<file path="config.mk">
export PLATFORM = sky130hd
export DESIGN_NAME = map_updater_flat
export DESIGN_NICKNAME = d
export VERILOG_FILES = /design/src/rtl/map_pkg.sv /design/src/rtl/map_updater_if.sv /design/src/rtl/map_cell_rw.sv /design/src/rtl/map_updater.sv /design/src/flat_wrapper.sv
export SDC_FILE = /design/constraint.sdc
export NUM_CORES = 1
export LEC_CHECK = 0
export ABC_CLOCK_PERIOD_IN_PS = 6300
export CORE_AREA = 2 2 312 314
export CTS_BUF_LIST = sky130_fd_sc_hd__clkbuf_4
export CTS_CLUSTER_SIZE = 8
export DETAILED_ROUTE_END_ITERATION = 8
export DIE_AREA = 0 0 314 316
export GPL_ROUTABILITY_DRIVEN = 0
export PLACE_DENSITY_LB_ADDON = 0.15
export SLEW_MARGIN = 0
export SYNTH_ARGS = -nofsm -noshare
export SYNTH_HDL_FRONTEND = slang
export SYNTH_SLANG_ARGS = --single-unit
export TNS_END_PERCENT = 5
</file>
<file path="constraint.sdc">
create_clock -name CLOCK_50 -period 6.3 [get_ports CLOCK_50]
set_clock_uncertainty 0.05 [all_clocks]
set_input_delay 0.945 -clock CLOCK_50 [delete_from_list [all_inputs] [get_ports CLOCK_50]]
set_output_delay 0.945 -clock CLOCK_50 [all_outputs]
set_load 0.05 [all_outputs]
</file>
<file path="src/rtl/map_pkg.sv">
// Shared types, cell codes and index helpers for the game-map owner.
// Pure declarations; no latency or flow-control behaviour of its own.
package map_pkg;

   localparam int GRID   = 14;
   localparam int CELL_W = 4;
   localparam int MAP_W  = GRID * GRID * CELL_W;

   localparam logic [CELL_W-1:0] EMPTY_CODE = 4'b0000;
   localparam logic [CELL_W-1:0] P1_CODE    = 4'b0001;
   localparam logic [CELL_W-1:0] P2_CODE    = 4'b0010;
   localparam logic [CELL_W-1:0] P3_CODE    = 4'b0011;
   localparam logic [CELL_W-1:0] P4_CODE    = 4'b0100;
   localparam logic [CELL_W-1:0] WALL_CODE  = 4'b0101;
   localparam logic [CELL_W-1:0] GOAL_CODE  = 4'b0110;

   typedef enum logic [1:0] {
      CMD_PASS   = 2'b00,
      CMD_MOVE   = 2'b01,
      CMD_ADD    = 2'b10,
      CMD_REMOVE = 2'b11
   } cmd_e;

   typedef enum logic [1:0] {
      ERR_NONE  = 2'b00,
      ERR_RANGE = 2'b01,
      ERR_SRC   = 2'b10,
      ERR_DST   = 2'b11
   } err_e;

   typedef enum logic [2:0] {
      ST_IDLE      = 3'd0,
      ST_CHECK     = 3'd1,
      ST_WRITE_SRC = 3'd2,
      ST_WRITE_DST = 3'd3,
      ST_PUBLISH   = 3'd4
   } state_e;

   // y*14+x tops out at 15*14+15 = 225, so 8 bits never wrap.
   function automatic logic [7:0] cell_index(input logic [3:0] x, input logic [3:0] y);
      return 8'(y) * 8'(GRID) + 8'(x);
   endfunction

   function automatic logic [9:0] cell_offset(input logic [3:0] x, input logic [3:0] y);
      return {cell_index(x, y), 2'b00};
   endfunction

   function automatic logic in_grid(input logic [3:0] v);
      return v < 4'(GRID);
   endfunction

   // Standard start layout: players in the corners, goal at (7,7), ten movable walls.
   function automatic logic [MAP_W-1:0] start_map();
      logic [MAP_W-1:0] m;
      m = '0;
      m[cell_offset(4'd0,  4'd0 ) +: CELL_W] = P1_CODE;
      m[cell_offset(4'd13, 4'd0 ) +: CELL_W] = P2_CODE;
      m[cell_offset(4'd0,  4'd13) +: CELL_W] = P3_CODE;
      m[cell_offset(4'd13, 4'd13) +: CELL_W] = P4_CODE;
      m[cell_offset(4'd7,  4'd7 ) +: CELL_W] = GOAL_CODE;
      m[cell_offset(4'd5,  4'd0 ) +: CELL_W] = WALL_CODE;
      m[cell_offset(4'd8,  4'd0 ) +: CELL_W] = WALL_CODE;
      m[cell_offset(4'd0,  4'd5 ) +: CELL_W] = WALL_CODE;
      m[cell_offset(4'd13, 4'd5 ) +: CELL_W] = WALL_CODE;
      m[cell_offset(4'd0,  4'd8 ) +: CELL_W] = WALL_CODE;
      m[cell_offset(4'd13, 4'd8 ) +: CELL_W] = WALL_CODE;
      m[cell_offset(4'd5,  4'd13) +: CELL_W] = WALL_CODE;
      m[cell_offset(4'd8,  4'd13) +: CELL_W] = WALL_CODE;
      m[cell_offset(4'd6,  4'd7 ) +: CELL_W] = WALL_CODE;
      m[cell_offset(4'd7,  4'd6 ) +: CELL_W] = WALL_CODE;
      return m;
   endfunction

endpackage

</file>
<file path="src/rtl/map_updater_if.sv">
// Gamemaster-to-map-owner command bus plus the published map and status.
// No flow control: commands are edge-triggered, results are strobed with new_data.
interface map_updater_if;
   import map_pkg::*;

   logic             gm_done;
   logic [1:0]       gm_command;
   logic [3:0]       wallx_in;
   logic [3:0]       wally_in;
   logic [3:0]       wallx_out;
   logic [3:0]       wally_out;
   logic [MAP_W-1:0] map_data;
   logic             new_data;
   logic             busy;
   logic             cmd_error;
   logic [1:0]       err_code;

   modport master (
      output gm_done, gm_command, wallx_in, wally_in, wallx_out, wally_out,
      input  map_data, new_data, busy, cmd_error, err_code
   );

   modport slave (
      input  gm_done, gm_command, wallx_in, wally_in, wallx_out, wally_out,
      output map_data, new_data, busy, cmd_error, err_code
   );

endinterface

</file>
<file path="src/rtl/map_cell_rw.sv">
// Map storage: two combinational cell reads (source, destination) and one registered cell write.
// Write lands on the clock edge after wr_en; reset reloads INIT_MAP and overrides any write.
module map_cell_rw
   import map_pkg::*;
#(
   parameter logic [MAP_W-1:0] INIT_MAP = '0
) (
   input  logic              CLOCK_50,
   input  logic              reset,
   input  logic [3:0]        src_x,
   input  logic [3:0]        src_y,
   input  logic [3:0]        dst_x,
   input  logic [3:0]        dst_y,
   output logic [CELL_W-1:0] src_cell,
   output logic [CELL_W-1:0] dst_cell,
   input  logic              wr_en,
   input  logic [3:0]        wr_x,
   input  logic [3:0]        wr_y,
   input  logic [CELL_W-1:0] wr_code,
   output logic [MAP_W-1:0]  map
);

   // Off-grid reads return EMPTY so the part-select never leaves the vector.
   function automatic logic [CELL_W-1:0] read_cell(input logic [MAP_W-1:0] m,
                                                   input logic [3:0] x,
                                                   input logic [3:0] y);
      if (in_grid(x) && in_grid(y)) begin
         return m[cell_offset(x, y) +: CELL_W];
      end
      return EMPTY_CODE;
   endfunction

   assign src_cell = read_cell(map, src_x, src_y);
   assign dst_cell = read_cell(map, dst_x, dst_y);

   always_ff @(posedge CLOCK_50) begin
      if (!reset) begin
         map <= INIT_MAP;
      end else if (wr_en && in_grid(wr_x) && in_grid(wr_y)) begin
         map[cell_offset(wr_x, wr_y) +: CELL_W] <= wr_code;
      end
   end

endmodule

</file>
<file path="src/rtl/map_updater.sv">
// Validates and applies one gamemaster wall command to the 14x14 map, then strobes new_data.
// new_data 4 cycles after gm_done rises (2 on error/pass); edges while busy are dropped, no queueing.
module map_updater
   import map_pkg::*;
#(
   parameter logic [MAP_W-1:0] INIT_MAP = start_map()
) (
   input logic          CLOCK_50,
   input logic          reset,
   map_updater_if.slave bus
);

   state_e            state;
   cmd_e              cmd_q;
   logic [3:0]        sx_q, sy_q, dx_q, dy_q;
   logic              prev_done;
   logic              new_data_q;
   logic              busy_q;
   logic              cmd_error_q;
   err_e              err_q;

   logic [CELL_W-1:0] src_cell, dst_cell;
   logic [MAP_W-1:0]  map;
   logic              wr_en;
   logic [3:0]        wr_x, wr_y;
   logic [CELL_W-1:0] wr_code;

   logic              uses_src, uses_dst;
   logic              range_bad, src_bad, dst_bad;
   err_e              chk_err;

   map_cell_rw #(
      .INIT_MAP (INIT_MAP)
   ) u_cell_rw (
      .CLOCK_50 (CLOCK_50),
      .reset    (reset),
      .src_x    (sx_q),
      .src_y    (sy_q),
      .dst_x    (dx_q),
      .dst_y    (dy_q),
      .src_cell (src_cell),
      .dst_cell (dst_cell),
      .wr_en    (wr_en),
      .wr_x     (wr_x),
      .wr_y     (wr_y),
      .wr_code  (wr_code),
      .map      (map)
   );

   assign uses_src = (cmd_q == CMD_MOVE) || (cmd_q == CMD_REMOVE);
   assign uses_dst = (cmd_q == CMD_MOVE) || (cmd_q == CMD_ADD);

   assign range_bad = (uses_src && !(in_grid(sx_q) && in_grid(sy_q))) ||
                      (uses_dst && !(in_grid(dx_q) && in_grid(dy_q)));
   assign src_bad   = uses_src && (src_cell != WALL_CODE);
   assign dst_bad   = uses_dst && (dst_cell != EMPTY_CODE);

   always_comb begin
      chk_err = ERR_NONE;
      if (range_bad) begin
         chk_err = ERR_RANGE;
      end else if (src_bad) begin
         chk_err = ERR_SRC;
      end else if (dst_bad) begin
         chk_err = ERR_DST;
      end
   end

   // The single write port is steered to the source or destination by state.
   always_comb begin
      wr_en   = 1'b0;
      wr_x    = dx_q;
      wr_y    = dy_q;
      wr_code = WALL_CODE;
      if (state == ST_WRITE_SRC) begin
         wr_en   = uses_src;
         wr_x    = sx_q;
         wr_y    = sy_q;
         wr_code = EMPTY_CODE;
      end else if (state == ST_WRITE_DST) begin
         wr_en   = uses_dst;
      end
   end

   always_ff @(posedge CLOCK_50) begin
      if (!reset) begin
         state       <= ST_IDLE;
         cmd_q       <= CMD_PASS;
         sx_q        <= '0;
         sy_q        <= '0;
         dx_q        <= '0;
         dy_q        <= '0;
         prev_done   <= 1'b0;
         new_data_q  <= 1'b1;
         busy_q      <= 1'b0;
         cmd_error_q <= 1'b0;
         err_q       <= ERR_NONE;
      end else begin
         prev_done  <= bus.gm_done;
         new_data_q <= 1'b0;
         case (state)
            ST_IDLE: begin
               if (bus.gm_done && !prev_done) begin
                  cmd_q  <= cmd_e'(bus.gm_command);
                  sx_q   <= bus.wallx_in;
                  sy_q   <= bus.wally_in;
                  dx_q   <= bus.wallx_out;
                  dy_q   <= bus.wally_out;
                  busy_q <= 1'b1;
                  state  <= ST_CHECK;
               end
            end
            ST_CHECK: begin
               if (cmd_q == CMD_PASS || chk_err == ERR_NONE) begin
                  cmd_error_q <= 1'b0;
                  err_q       <= ERR_NONE;
               end else begin
                  cmd_error_q <= 1'b1;
                  err_q       <= chk_err;
               end
               if (cmd_q == CMD_PASS || chk_err != ERR_NONE) begin
                  new_data_q <= 1'b1;
                  state      <= ST_PUBLISH;
               end else begin
                  state      <= ST_WRITE_SRC;
               end
            end
            ST_WRITE_SRC: begin
               state <= ST_WRITE_DST;
            end
            ST_WRITE_DST: begin
               new_data_q <= 1'b1;
               state      <= ST_PUBLISH;
            end
            ST_PUBLISH: begin
               busy_q <= 1'b0;
               state  <= ST_IDLE;
            end
            default: begin
               busy_q <= 1'b0;
               state  <= ST_IDLE;
            end
         endcase
      end
   end

   assign bus.map_data  = map;
   assign bus.new_data  = new_data_q;
   assign bus.busy      = busy_q;
   assign bus.cmd_error = cmd_error_q;
   assign bus.err_code  = err_q;

endmodule

</file>
<file path="src/flat_wrapper.sv">
// flat-port wrapper written by rule: the top's interface ports become plain ports
module map_updater_flat import map_pkg::*;
#(
   parameter logic [MAP_W-1:0] INIT_MAP = start_map()
)
  (CLOCK_50, reset, bus_gm_done, bus_gm_command, bus_wallx_in, bus_wally_in, bus_wallx_out, bus_wally_out, bus_map_data, bus_new_data, bus_busy, bus_cmd_error, bus_err_code);
  map_updater_if bus_i ();
  input logic CLOCK_50;
  input logic reset;
  input wire logic [$bits(bus_i.gm_done)-1:0] bus_gm_done;
  input wire logic [$bits(bus_i.gm_command)-1:0] bus_gm_command;
  input wire logic [$bits(bus_i.wallx_in)-1:0] bus_wallx_in;
  input wire logic [$bits(bus_i.wally_in)-1:0] bus_wally_in;
  input wire logic [$bits(bus_i.wallx_out)-1:0] bus_wallx_out;
  input wire logic [$bits(bus_i.wally_out)-1:0] bus_wally_out;
  output wire logic [$bits(bus_i.map_data)-1:0] bus_map_data;
  output wire logic [$bits(bus_i.new_data)-1:0] bus_new_data;
  output wire logic [$bits(bus_i.busy)-1:0] bus_busy;
  output wire logic [$bits(bus_i.cmd_error)-1:0] bus_cmd_error;
  output wire logic [$bits(bus_i.err_code)-1:0] bus_err_code;
  assign bus_i.gm_done = bus_gm_done;
  assign bus_i.gm_command = bus_gm_command;
  assign bus_i.wallx_in = bus_wallx_in;
  assign bus_i.wally_in = bus_wally_in;
  assign bus_i.wallx_out = bus_wallx_out;
  assign bus_i.wally_out = bus_wally_out;
  assign bus_map_data = bus_i.map_data;
  assign bus_new_data = bus_i.new_data;
  assign bus_busy = bus_i.busy;
  assign bus_cmd_error = bus_i.cmd_error;
  assign bus_err_code = bus_i.err_code;
  map_updater #(.INIT_MAP(INIT_MAP)) u_core (.CLOCK_50(CLOCK_50), .reset(reset), .bus(bus_i));
endmodule
</file>
* Word level (Yosys, flattened, before mapping)
Cells that the tools add are included.
** Cells by class
- Multiplexer cells :: 24
- Shift operators :: 4
- $add $sub $neg :: 4
- Reductions and logical operators :: 25
- $mul :: 3
- Order comparisons :: 6
- Equality and inequality tests :: 8
- Bitwise gates (word level) :: 1
** Operators by type and width (count)
- 784-bit by 11-bit variable part select with 4-bit output :: 2
- 784-bit bitwise mux :: 1
- 4-bit by 12-bit variable shift with 784-bit output, first input constant :: 1
- 4-bit by 12-bit variable part select with 784-bit output :: 1
- 8-bit by 4-bit adder with 8-bit output :: 3
- 4-bit less-than comparator, second input constant :: 6
- 4-bit two-way mux :: 6
- 4-bit by 3-bit multiplier with 7-bit output, second input constant :: 3
- 10-bit negation with 12-bit output :: 1
- 3-bit case mux with 4 select lines :: 1
- 1-bit logical AND :: 9
- 3-bit two-way mux :: 3
- 2-bit two-way mux :: 4
- 1-bit two-way mux :: 7
- 3-bit by 2-bit equality test with 1-bit output, second input constant :: 2
- 1-bit logical OR :: 5
- 2-bit equality test, second input constant :: 2
- 2-bit logical NOT :: 2
- 4-bit by 3-bit != test with 1-bit output, second input constant :: 1
- 1-bit case mux with 2 select lines :: 2
- 2-bit AND reduction :: 2
- 4-bit nonzero test :: 1
- 3-bit by 1-bit equality test with 1-bit output, second input constant :: 1
- 1-bit logical NOT :: 3
- other kinds (6) :: 6
** Word-level totals
- Bits of input ports :: 21
- Bits in registers :: 811
- Word-level logic and storage cells :: 87
- Output and inout bits :: 789

* Logic depth before layout (Yosys ltp)
Gate-level depths: netlist of the first run.
- Depth after elaboration :: 14
- Depth in mapped cells :: 21
- Depth with buffers taken out :: 16

* By module
From an unflattened synthesis of the first run, not the netlist that was laid out.
** Second synthesis, totals
- Cells, all modules :: 4383
- Area, all modules :: 45137.0 um^2
** By module, submodules not included
- map_cell_rw :: seq. area each 15695.1 um^2, area each 43915.9 um^2, instances 1, cells an instance 4233
- map_updater :: seq. area each 540.5 um^2, area each 1221.2 um^2, instances 1, cells an instance 150

* Worst setup path before layout of the first run
OpenSTA, ideal clock, no wires.
- Path kind :: flip-flop to flip-flop
- From :: register u_core.state[2]
- To :: register u_core.u_cell_rw.map[318]
- Buffers on the path :: 5
- Data arrival time :: 4660 ps
- Required time :: 6134 ps
- Library setup time :: 116 ps
- Cell stages (with the launch flop) :: 21
- Setup slack :: 1473 ps
- Clock period less this slack :: 4827 ps
- Cells stage by stage :: dfxtp_1 buf_2 nor3b_4 clkbuf_1 clkbuf_1 nand2_1 nand2_1 fa_1 ha_1 ha_1 xor2_1 nor3b_2 mux2i_1 a32oi_1 xnor2_1 buf_2 nand2b_1 nor3_1 buf_2 a21oi_1 a31o_2
** Between the ends
- Longest elaborated chain between the ends :: 7
- Elaborated cells between the ends (all ways) :: 17
- Those cells by class :: add/sub (2); mul (1); order compare (2); eq/ne (2); shift (2); mux (6); reduce/logical (2)
** RTL lines
- start, declared :: RTL line map_updater.sv:13 : state_e state;
- start signal, assigned :: RTL line map_updater.sv:87 : state <= ST_IDLE;
- start signal, assigned :: RTL line map_updater.sv:110 : state <= ST_CHECK;
- start signal, assigned :: RTL line map_updater.sv:123 : state <= ST_PUBLISH;
- 3-bit by 2-bit equality test with 1-bit output :: RTL line map_updater.sv:75 : if (state == ST_WRITE_SRC) begin
- 4-bit two-way mux :: RTL line map_updater.sv:75
- 4-bit by 3-bit multiplier with 7-bit output :: RTL line map_pkg.sv:41 : return 8'(y) * 8'(GRID) + 8'(x);
- 8-bit by 4-bit adder with 8-bit output :: RTL line map_pkg.sv:41
- 10-bit negation with 12-bit output :: RTL line map_cell_rw.sv:40 : map[cell_offset(wr_x, wr_y) +: CELL_W] <= wr_code;
- 4-bit by 12-bit variable part select with 784-bit output or 4-bit by 12-bit variable shift with 784-bit output (tied branches) :: RTL line map_cell_rw.sv:40
- 784-bit bitwise mux :: RTL line map_cell_rw.sv:40
- end signal, assigned by index :: RTL line map_cell_rw.sv:40
- end, declared :: RTL line map_cell_rw.sv:20 : output logic [MAP_W-1:0] map
Several ways; a longest one is shown, not always the timed one.
A chain may end at the register's enable or synchronous reset.

* Worst setup path after layout of the first run
- From :: register u_core.state[1]
- To :: register u_core.u_cell_rw.map[262]
The elaborated chain is that of the path after synthesis.

==> results of run 1 <==
[critical path, delay by kind of cell, from the launching register on]
kind	cells	cell delay (ns)
xor gates and xnor gates	2	1.30
adders and majority gates	3	1.17
buffers and inverters	1	0.29
and+or+nand+nor	5	1.55
AOI/OAI and AO/OA	3	0.60
DFF	1	0.45
[cells in the final DEF (no fill, tap or decap), drive strengths merged, types with 13 or more instances in the layout]
cell	Yosys	layout
ha	34	34
nand4	31	31
nand2	174	174
clkinv	0	19
inv	30	31
and2	13	13
fa	13	13
or3	20	20
o211ai	93	93
nor3	32	32
nor2	84	84
conb	1	389
mux2i	51	51
mux4	86	86
o21ai	108	108
clkbuf	97	102
clkdlybuf4s50	0	419
buf	620	91
o31ai	87	87
a21oi	131	131
dfxtp	230	230
nand3	93	93
xnor2	26	26
[per-layer routing]
metal,up-vias,track usage,part of all wire,wire length (µm)
li1,7561,-,-,-
met1,8810,0.245,0.41,41000
met2,974,0.323,0.49,48500
met3,158,0.0325,0.068,6800
met4,2,0.0692,0.034,3410
met5,-,0,0.000090,9
[registers in the layout (all words and copies together), names as in the netlist]
register              flops
u_core.bus.busy           1
u_core.bus.cmd_error      1
u_core.bus.err_code       2
u_core.bus.new_data       1
u_core.cmd_q              2
u_core.dx_q               4
u_core.dy_q               4
u_core.prev_done          1
u_core.state              3
u_core.sx_q               4
u_core.sy_q               4
u_core.u_cell_rw.map    203
[worst paths after layout]
| path | slack, ns | to | startpoint | cells past startpoint |
|---|---|---|---|---|
| setup / recovery | 0.74 | u_core.u_cell_rw.map[262]$_SDFFE_PN0P_ | u_core.state[1]$_SDFFE_PN0P_ | 14 |
| hold / removal | 0.43 | u_core.bus.err_code[1]$_SDFFE_PN0P_ | u_core.bus.err_code[1]$_SDFFE_PN0P_ | 2 |
| setup reg to reg | 0.74 | u_core.u_cell_rw.map[262]$_SDFFE_PN0P_ | u_core.state[1]$_SDFFE_PN0P_ | 14 |
| hold reg to reg | 0.43 | u_core.bus.err_code[1]$_SDFFE_PN0P_ | u_core.bus.err_code[1]$_SDFFE_PN0P_ | 2 |
[power breakdown]
group / internal [W] / leakage, nW / switching (W)
logic: 0.000415 / 5.94 / 0.00165
clock network: 0.000870 / 0.556 / 0.000767
registers: 0.00146 / 1.86 / 0.0000269
total: 0.00275 / 8.35 / 0.00244
[through the flow]
step,instances,hold slack [ns]
global placement,3674,0.429
detailed placement,3674,0.431
finish,3800,0.432
CTS,3799,0.411
floorplan,2605,0.403
global route,3800,0.451
[cell families (layout without fill, tap and decap cells)]
logic type | after synthesis | count (layout) | synth area share
buffers and inverters | 747 | 665 | 0.266
and+or+nand+nor | 510 | 510 | 0.131
AOI/OAI and AO/OA | 500 | 500 | 0.171
DFF | 230 | 230 | 0.243
muxes | 145 | 145 | 0.134
adders and majority gates | 47 | 47 | 0.0362
xor gates and xnor gates | 37 | 37 | 0.0188
other | 1 | 390 | 0.000198
[layout make-up]
class,count,area [µm²]
clock inverters,23,183
clock buffers,102,766
multi-input cells,1628,10800
fillers,10498,73000
repair buffers,510,4910
diodes,1,2.50
inverters,30,115
well taps,1276,1600
flip-flops and latches,230,4610
==> results_dict.tcl, run 1 <==
set metrics [dict create \
    status "completed" \
    synthCells 2217 \
    dr.pass1.iters 7 \
    fp-row-count 114 \
    grt_pass1_vias 16394 \
    grt_setup_unrepaired "no" \
    dp_hpwl_mm 77.8 \
    fp.dieW_um 314 \
    slowest_delay_ns 0.68 \
    synth.distinct_cells 80 \
    wl_per_cell_um 26.2 \
    leakagePower_nw 8.35 \
    routed_via_density 4.61 \
    crit_arrival_ns 6.20 \
    power_w 0.00519 \
    die_h_um 316 \
    cts_resized 0 \
    cts_max_level 3 \
    grt_pass1_wl_mm 134 \
    syn-mean-instance-area_um2 8.55 \
    synthFlopType "dfxtp_1" \
    tns_ns 0 \
    place_ws_ns 0.905 \
    tightest_slew_ns 1.19 \
    ir_drop_v 0.000105 \
    grt_max_degree 89 \
    ctsHoldBuffers 0 \
    die-area_mm2 0.0992 \
    ios 810 \
    grt_usage 0.192 \
    critPathMaxFanout 29 \
    cp-end-kind "flip-flop" \
    max_freq_mhz 180 \
    grt_remaining_overflow 0 \
    initial_core_util 0.197 \
    cts_sinks 230 \
    crit_top_cell "ha_1" \
    clk_latency_ns 0.82 \
    vias 17505 \
    nets 2539 \
    post-route-util 0.240 \
    ys_ff_latch 230 \
    antenna_found_initial 7 \
    root_buffer "clkbuf_4" \
    tritoncts "built" \
    maxCapViolations 0 \
    ant_nets 0 \
    finalCritPeriodShare 0.883 \
    slew_headroom 0.204 \
    syn_area_mm2 0.0189 \
    postPlaceCellArea_mm2 0.0220 \
    yosys-top-cells-count "buf_4 (583), dfxtp_1 (230), nand2_1 (173)" \
    holdCritPathClass "flip-flop to flip-flop" \
    routed_wl_mm 99.7 \
    drive_gt1_frac 0.132 \
    yosys_warnings 0 \
    drc 0 \
    powerDensity_mw_per_mm2 226 \
    critPathKind "flip-flop to flip-flop" \
    post-cts-setup-buffer-count 0 \
    cp_cell_sequence "nor3b_4 -> nor2_1 -> a21o_1 -> fa_1 -> ha_1 -> ha_1 -> xnor2_1 -> nand3_2 -> a31oi_2 -> xor2_1 -> nand3_1 -> buf_4 -> or4_1 -> a21oi_1" \
    setup_ws_ns 0.740 \
    hold_violations 0 \
    drtIter0Drc 1544 \
    cp_slowest_cell "xor2_1" \
    cts.path.max_buffers 3 \
    final.min_clock_period_ns 5.56 \
    clk_pin_slew_worst_paths_ns 0.06 \
    synth_edf_count 0 \
    setup_viol 0 \
    synth.area.top_cells "dfxtp_1 (24%), buf_4 (23%), mux4_2 (10%)" \
    maxSlewViolCount 0 \
    yosysTopAreaCell "dfxtp_1" \
    numCtsBuffers 71 \
    required_ns 6.94 \
    core-area_mm2 0.0960 \
    final_cell_area_mm2 0.0230 \
    ys_seq_area_frac 0.243 \
    port_buffers 420 \
    startpoint_type "flip-flop" \
    syn_to_final_growth_pct 21.3 \
    async_reset_ff_frac 0 \
    synth_top_area_share 0.243 \
    yosysMostFrequentCell "buf_4" \
]
Power figures use the tool's default switching activity.
==> inputs of run 2 (changes only) <==
--- a/config.mk
+++ b/config.mk
@@ -9,3 +9,2 @@
 export CORE_AREA = 2 2 312 314
-export CTS_BUF_LIST = sky130_fd_sc_hd__clkbuf_4
 export CTS_CLUSTER_SIZE = 8
@@ -14,3 +13,3 @@
 export GPL_ROUTABILITY_DRIVEN = 0
-export PLACE_DENSITY_LB_ADDON = 0.15
+export PLACE_DENSITY_LB_ADDON = 0.08
 export SLEW_MARGIN = 0
--- a/constraint.sdc
+++ b/constraint.sdc
@@ -4,2 +4,2 @@
 set_output_delay 0.945 -clock CLOCK_50 [all_outputs]
-set_load 0.05 [all_outputs]
+set_load 0.02 [all_outputs]
==> results_dict.tcl, run 2 (same netlist as run 1, synthesis figures left out) <==
set metrics [dict create \
    status "completed" \
    required_ns 6.73 \
    core-area_mm2 0.0960 \
    routed_via_density 4.54 \
    dr.pass1.iters 5 \
    powerDensity_mw_per_mm2 225 \
    maxSlewViolCount 0 \
    grt_setup_unrepaired "no" \
    ir_drop_v 0.000143 \
    slew_headroom 0.361 \
    ios 810 \
    slowest_delay_ns 0.67 \
    crit_buf_inv 0 \
    tightest_slew_ns 0.951 \
    setup_viol 0 \
    drive_gt1_frac 0.113 \
    wl_met2_mm 50.3 \
    timing.critical_path.max_delay_family "simple AND/OR/NAND/NOR gates" \
    holdCritPathClass "flip-flop to flip-flop" \
    maxCapViolations 0 \
    nFillCells 10501 \
    initial_core_util 0.197 \
    dp_cells 3678 \
    grt_remaining_overflow 0 \
    hold-worst-slack_ns 0.419 \
    die_h_um 316 \
    layout_commonest_cell "clkdlybuf4s50_1" \
    grt_pass1_wl_mm 135 \
    dp_hpwl_mm 79.1 \
    top_layer "met4" \
    hold_violations 0 \
    clk_pin_slew_worst_paths_ns 0.05 \
    wl_per_cell_um 27.2 \
    crit_arrival_ns 6.11 \
    port_buffers 420 \
    crit_top_cell "nor2_1" \
    leakagePower_nw 8.32 \
    antenna_found_initial 6 \
    vias 16927 \
    critPathMaxFanout 12 \
    drc 0 \
    mostFrequentLayoutCells "clkdlybuf4s50_1 (419), conb_1 (389), dfxtp_1 (228)" \
    grt_pass1_vias 15716 \
    cts_max_level 2 \
    root_buffer "clkbuf_16" \
    power_w 0.00520 \
    ff2ff_path_depth 14 \
    post-cts-setup-buffer-count 0 \
    max_flop_register "u_core.u_cell_rw.map" \
    max_freq_mhz 176 \
    fp-row-count 114 \
    critPathKind "flip-flop to flip-flop" \
    clk_latency_ns 0.57 \
    ctsHoldBuffers 0 \
    largest_register_ffs 203 \
    drt-met1-wl_mm 43.4 \
    grt_usage 0.195 \
    hold_depth 2 \
    finalCritPeriodShare 0.903 \
    nets 2508 \
    tritoncts "built" \
    syn_to_final_growth_pct 22.1 \
    cp_slowest_cell "nor4_1" \
    cp_num_cells 14 \
    cp_cell_sequence "nor3b_4 -> nor2_1 -> a21o_1 -> fa_1 -> ha_1 -> ha_1 -> xor2_1 -> nor3b_2 -> xor2_1 -> nor2_1 -> nand2_1 -> nor4_1 -> nor2_1 -> a211oi_1" \
    grt_max_degree 65 \
    fp.dieW_um 314 \
    startpoint_type "flip-flop" \
    final_cells 3725 \
    cts_sinks 230 \
    routed_wl_mm 101 \
    post-route-util 0.241 \
    numCtsBuffers 36 \
    met3_length_mm 5.44 \
    final.min_clock_period_ns 5.69 \
    ant_nets 0 \
    tns_ns 0 \
    die-area_mm2 0.0992 \
    cp-end-kind "flip-flop" \
    cts_resized 0 \
    cts.path.max_buffers 3 \
    drtIter0Drc 1355 \
]
## run 2: cell types whose count changed in the layout (fill, tap and decap cells not counted), moves of 2 or more
cell	before	now
clkbuf_4	102	0
nor2_2	1	3
buf_12	3	1
clkinv_1	15	0
buf_4	88	94
clkbuf_16	0	36
clkinv_4	2	0
clkbuf_1	0	2
nor2_1	82	80
## run 2: area by class of cell
cell class,count,area (µm²),share of cell area
diodes,1,2.50,0.000108
clock buffers,39,922,0.0399
clock inverters,7,115,0.00498
inverters,30,116,0.00503
multi-input cells,1628,10800,0.469
flip-flops and latches,230,4610,0.199
well taps,1276,1600,0.0690
repair buffers,514,4920,0.213
## run 2: worst register-to-register path, stage by stage (launching register included)
cell	delay [ns]
dfxtp_1	0.44
nor3b_4	0.49
nor2_1	0.12
a21o_1	0.19
fa_1	0.50
ha_1	0.33
ha_1	0.39
xor2_1	0.25
nor3b_2	0.53
xor2_1	0.37
nor2_1	0.59
nand2_1	0.38
nor4_1	0.67
nor2_1	0.08
a211oi_1	0.22
## run 2: worst paths after layout
path                                       startpoint                                      to  slack [ns]
setup reg to reg         u_core.state[1]$_SDFFE_PN0P_  u_core.u_cell_rw.map[774]$_SDFFE_PN0P_        0.61
hold reg to reg   u_core.bus.err_code[1]$_SDFFE_PN0P_     u_core.bus.err_code[1]$_SDFFE_PN0P_        0.42
setup / recovery         u_core.state[1]$_SDFFE_PN0P_  u_core.u_cell_rw.map[774]$_SDFFE_PN0P_        0.61
hold / removal    u_core.bus.err_code[1]$_SDFFE_PN0P_     u_core.bus.err_code[1]$_SDFFE_PN0P_        0.42
## run 2: layer usage
layer  track usage  vias to the layer above
met3        0.0257                      102
met5             0                        -
met2         0.340                      822
met1         0.256                     8549
met4        0.0428                        0
li1              -                     7454
## run 2: report_power, final
part	internal [W]	switching (W)	leakage [nW]
clock network	0.00112	0.000779	0.510
registers	0.00147	0.0000269	1.86
logic	0.000432	0.00138	5.95
total	0.00302	0.00218	8.32
## run 2: through the flow
step                instance area, µm²  worst slack, ns
global placement                 22100            0.928
global route                     23100            0.273
detailed placement               22100            0.852
finish                           23100            0.613
floorplan                        20400             1.47
CTS                              23100            0.827
==> inputs of run 3 (changes only) <==
- ABC_CLOCK_PERIOD_IN_PS: 6300 -> 6500
- clock period: 6.3 -> 6.5 ns (I/O delays scaled with it)
==> results_dict.tcl, run 3 (same netlist as run 1, synthesis figures left out) <==
set metrics [dict create \
    grt_pass1_vias 15691 \
    cts.path.max_buffers 3 \
    r2r-end "u_core.u_cell_rw.map[774]$_SDFFE_PN0P_" \
    max_flop_register "u_core.u_cell_rw.map" \
    finalCritPeriodShare 0.882 \
    wl_per_cell_um 27.2 \
    grt_usage 0.193 \
    ff2ff_path_depth 15 \
    r2r_slack_ns 0.76 \
    tightest_slew_ns 1.08 \
    clkPwrFrac 0.352 \
    critPathMaxFanout 16 \
    die-area_mm2 0.0992 \
    cts_resized 0 \
    setup_viol 0 \
    final.min_clock_period_ns 5.74 \
    hold_violations 0 \
    core-area_mm2 0.0960 \
    p_sw_frac 0.429 \
    clk_latency_ns 0.56 \
    hp-start "u_core.bus.busy$_SDFFE_PN0P_" \
    post-cts-setup-buffer-count 0 \
    grt_setup_unrepaired "no" \
    tns_ns 0 \
    required_ns 6.91 \
    die_h_um 316 \
    port_buffers 420 \
    final-seq-area_mm2 0.00461 \
    syn_to_final_growth_pct 20.7 \
    sequentialPowerShare 0.298 \
    routed_wl_mm 101 \
    drc 0 \
    cp-end-kind "flip-flop" \
    maxSlewViolCount 0 \
    fp.dieW_um 314 \
    ir_drop_v 0.000134 \
    hold_depth 1 \
    hold_end "u_core.bus.busy$_SDFFE_PN0P_" \
    max_freq_mhz 174 \
    crit_arrival_ns 6.15 \
    mostFrequentLayoutCells "clkdlybuf4s50_1 (419), conb_1 (389), dfxtp_1 (228)" \
    powerDensity_mw_per_mm2 213 \
    reg2reg_from "u_core.state[1]$_SDFFE_PN0P_" \
    multi_input_area_mm2 0.0108 \
    initial_core_util 0.197 \
    fp-row-count 114 \
    nFillCells 10580 \
    dp_hpwl_mm 78.8 \
    grt_pass1_wl_mm 134 \
    switching_power_w 0.00209 \
    vias 16856 \
    drtIter0Drc 1443 \
    final_cell_area_mm2 0.0229 \
    layout_commonest_cell "clkdlybuf4s50_1" \
    root_buffer "clkbuf_16" \
    numCtsBuffers 35 \
    tritoncts "built" \
    comb_power_share 0.350 \
    maxCapViolations 0 \
    cts_max_level 2 \
    holdCritPathClass "flip-flop to flip-flop" \
    cts_sinks 230 \
    status "completed" \
    grt_remaining_overflow 0 \
    clk_pin_slew_worst_paths_ns 0.05 \
    ctsHoldBuffers 0 \
    slew_headroom 0.276 \
    leakagePower_nw 8.18 \
    dr.pass1.iters 5 \
    post-route-util 0.238 \
    nets 2490 \
    largest_register_ffs 203 \
    routed_via_density 4.55 \
    startpoint_type "flip-flop" \
    p_int_w 0.00278 \
    grt_max_degree 65 \
    ios 810 \
    ant_nets 0 \
    drive_gt1_frac 0.104 \
    dp_cells 3661 \
    postPlaceCellArea_mm2 0.0219 \
    critPathKind "flip-flop to flip-flop" \
    final_cells 3706 \
    antenna_found_initial 5 \
]
## run 3: cell type report
cell class                 count  area share
sequential                   230       0.201
timing repair buffer         497       0.209
multi-input combinational   1628       0.473
clock inverter                 4     0.00170
clock buffer                  40      0.0391
tap                         1276      0.0698
antenna                        1    0.000109
inverter                      30     0.00509
## run 3: through the flow
step           setup WS, ns  hold slack, ns  power [W]
3_5_place_dp          0.811           0.434    0.00314
6_report              0.764           0.431    0.00487
4_1_cts               0.775           0.442    0.00488
2_1_floorplan          1.67           0.403    0.00266
3_3_place_gp          0.806           0.422    0.00315
5_1_grt               0.397           0.463    0.00504
## run 3: worst max-delay path by stage
stage | endpoint | slack [ns] | cells past startpoint | from
CTS | u_core.u_cell_rw.map[774]$_SDFFE_PN0P_ | 0.77 | 15 | u_core.state[1]$_SDFFE_PN0P_
global route | u_core.u_cell_rw.map[318]$_SDFFE_PN0P_ | 0.40 | 15 | u_core.state[1]$_SDFFE_PN0P_
global placement | u_core.u_cell_rw.map[774]$_SDFFE_PN0P_ | 0.81 | 15 | u_core.state[1]$_SDFFE_PN0P_
floorplan | u_core.u_cell_rw.map[318]$_SDFFE_PN0P_ | 1.67 | 20 | u_core.state[2]$_SDFFE_PN0P_
detailed placement | u_core.u_cell_rw.map[774]$_SDFFE_PN0P_ | 0.81 | 15 | u_core.state[1]$_SDFFE_PN0P_
finish | u_core.u_cell_rw.map[774]$_SDFFE_PN0P_ | 0.76 | 15 | u_core.state[1]$_SDFFE_PN0P_
## run 3: worst max-delay path: stages (launching register included)
cell      delay [ns]
dfxtp_1         0.44
nor3b_4         0.54
nor2_1          0.13
a21o_1          0.20
fa_1            0.52
ha_1            0.33
ha_1            0.36
xor2_1          0.23
nor3b_2         0.48
xor2_1          0.25
buf_4           0.27
nor2_1          0.47
nand2_1         0.39
nor4_1          0.68
nor2_1          0.08
a211oi_1        0.22
## run 3: power by group through the flow
stage / Combinational, W / Clock, W / Sequential [W]
floorplan: 0.00120 / 0 / 0.00146
global placement: 0.00167 / 0 / 0.00148
detailed placement: 0.00166 / 0 / 0.00148
CTS: 0.00167 / 0.00176 / 0.00145
global route: 0.00178 / 0.00180 / 0.00145
finish: 0.00170 / 0.00171 / 0.00145
## run 3: metal layers
layer / vias up / track usage / routed length (µm)
met5: - / 0 / 28
met4: 4 / 0.0492 / 2540
met3: 109 / 0.0258 / 5550
met2: 828 / 0.331 / 49500
met1: 8512 / 0.254 / 43100
li1: 7403 / - / -
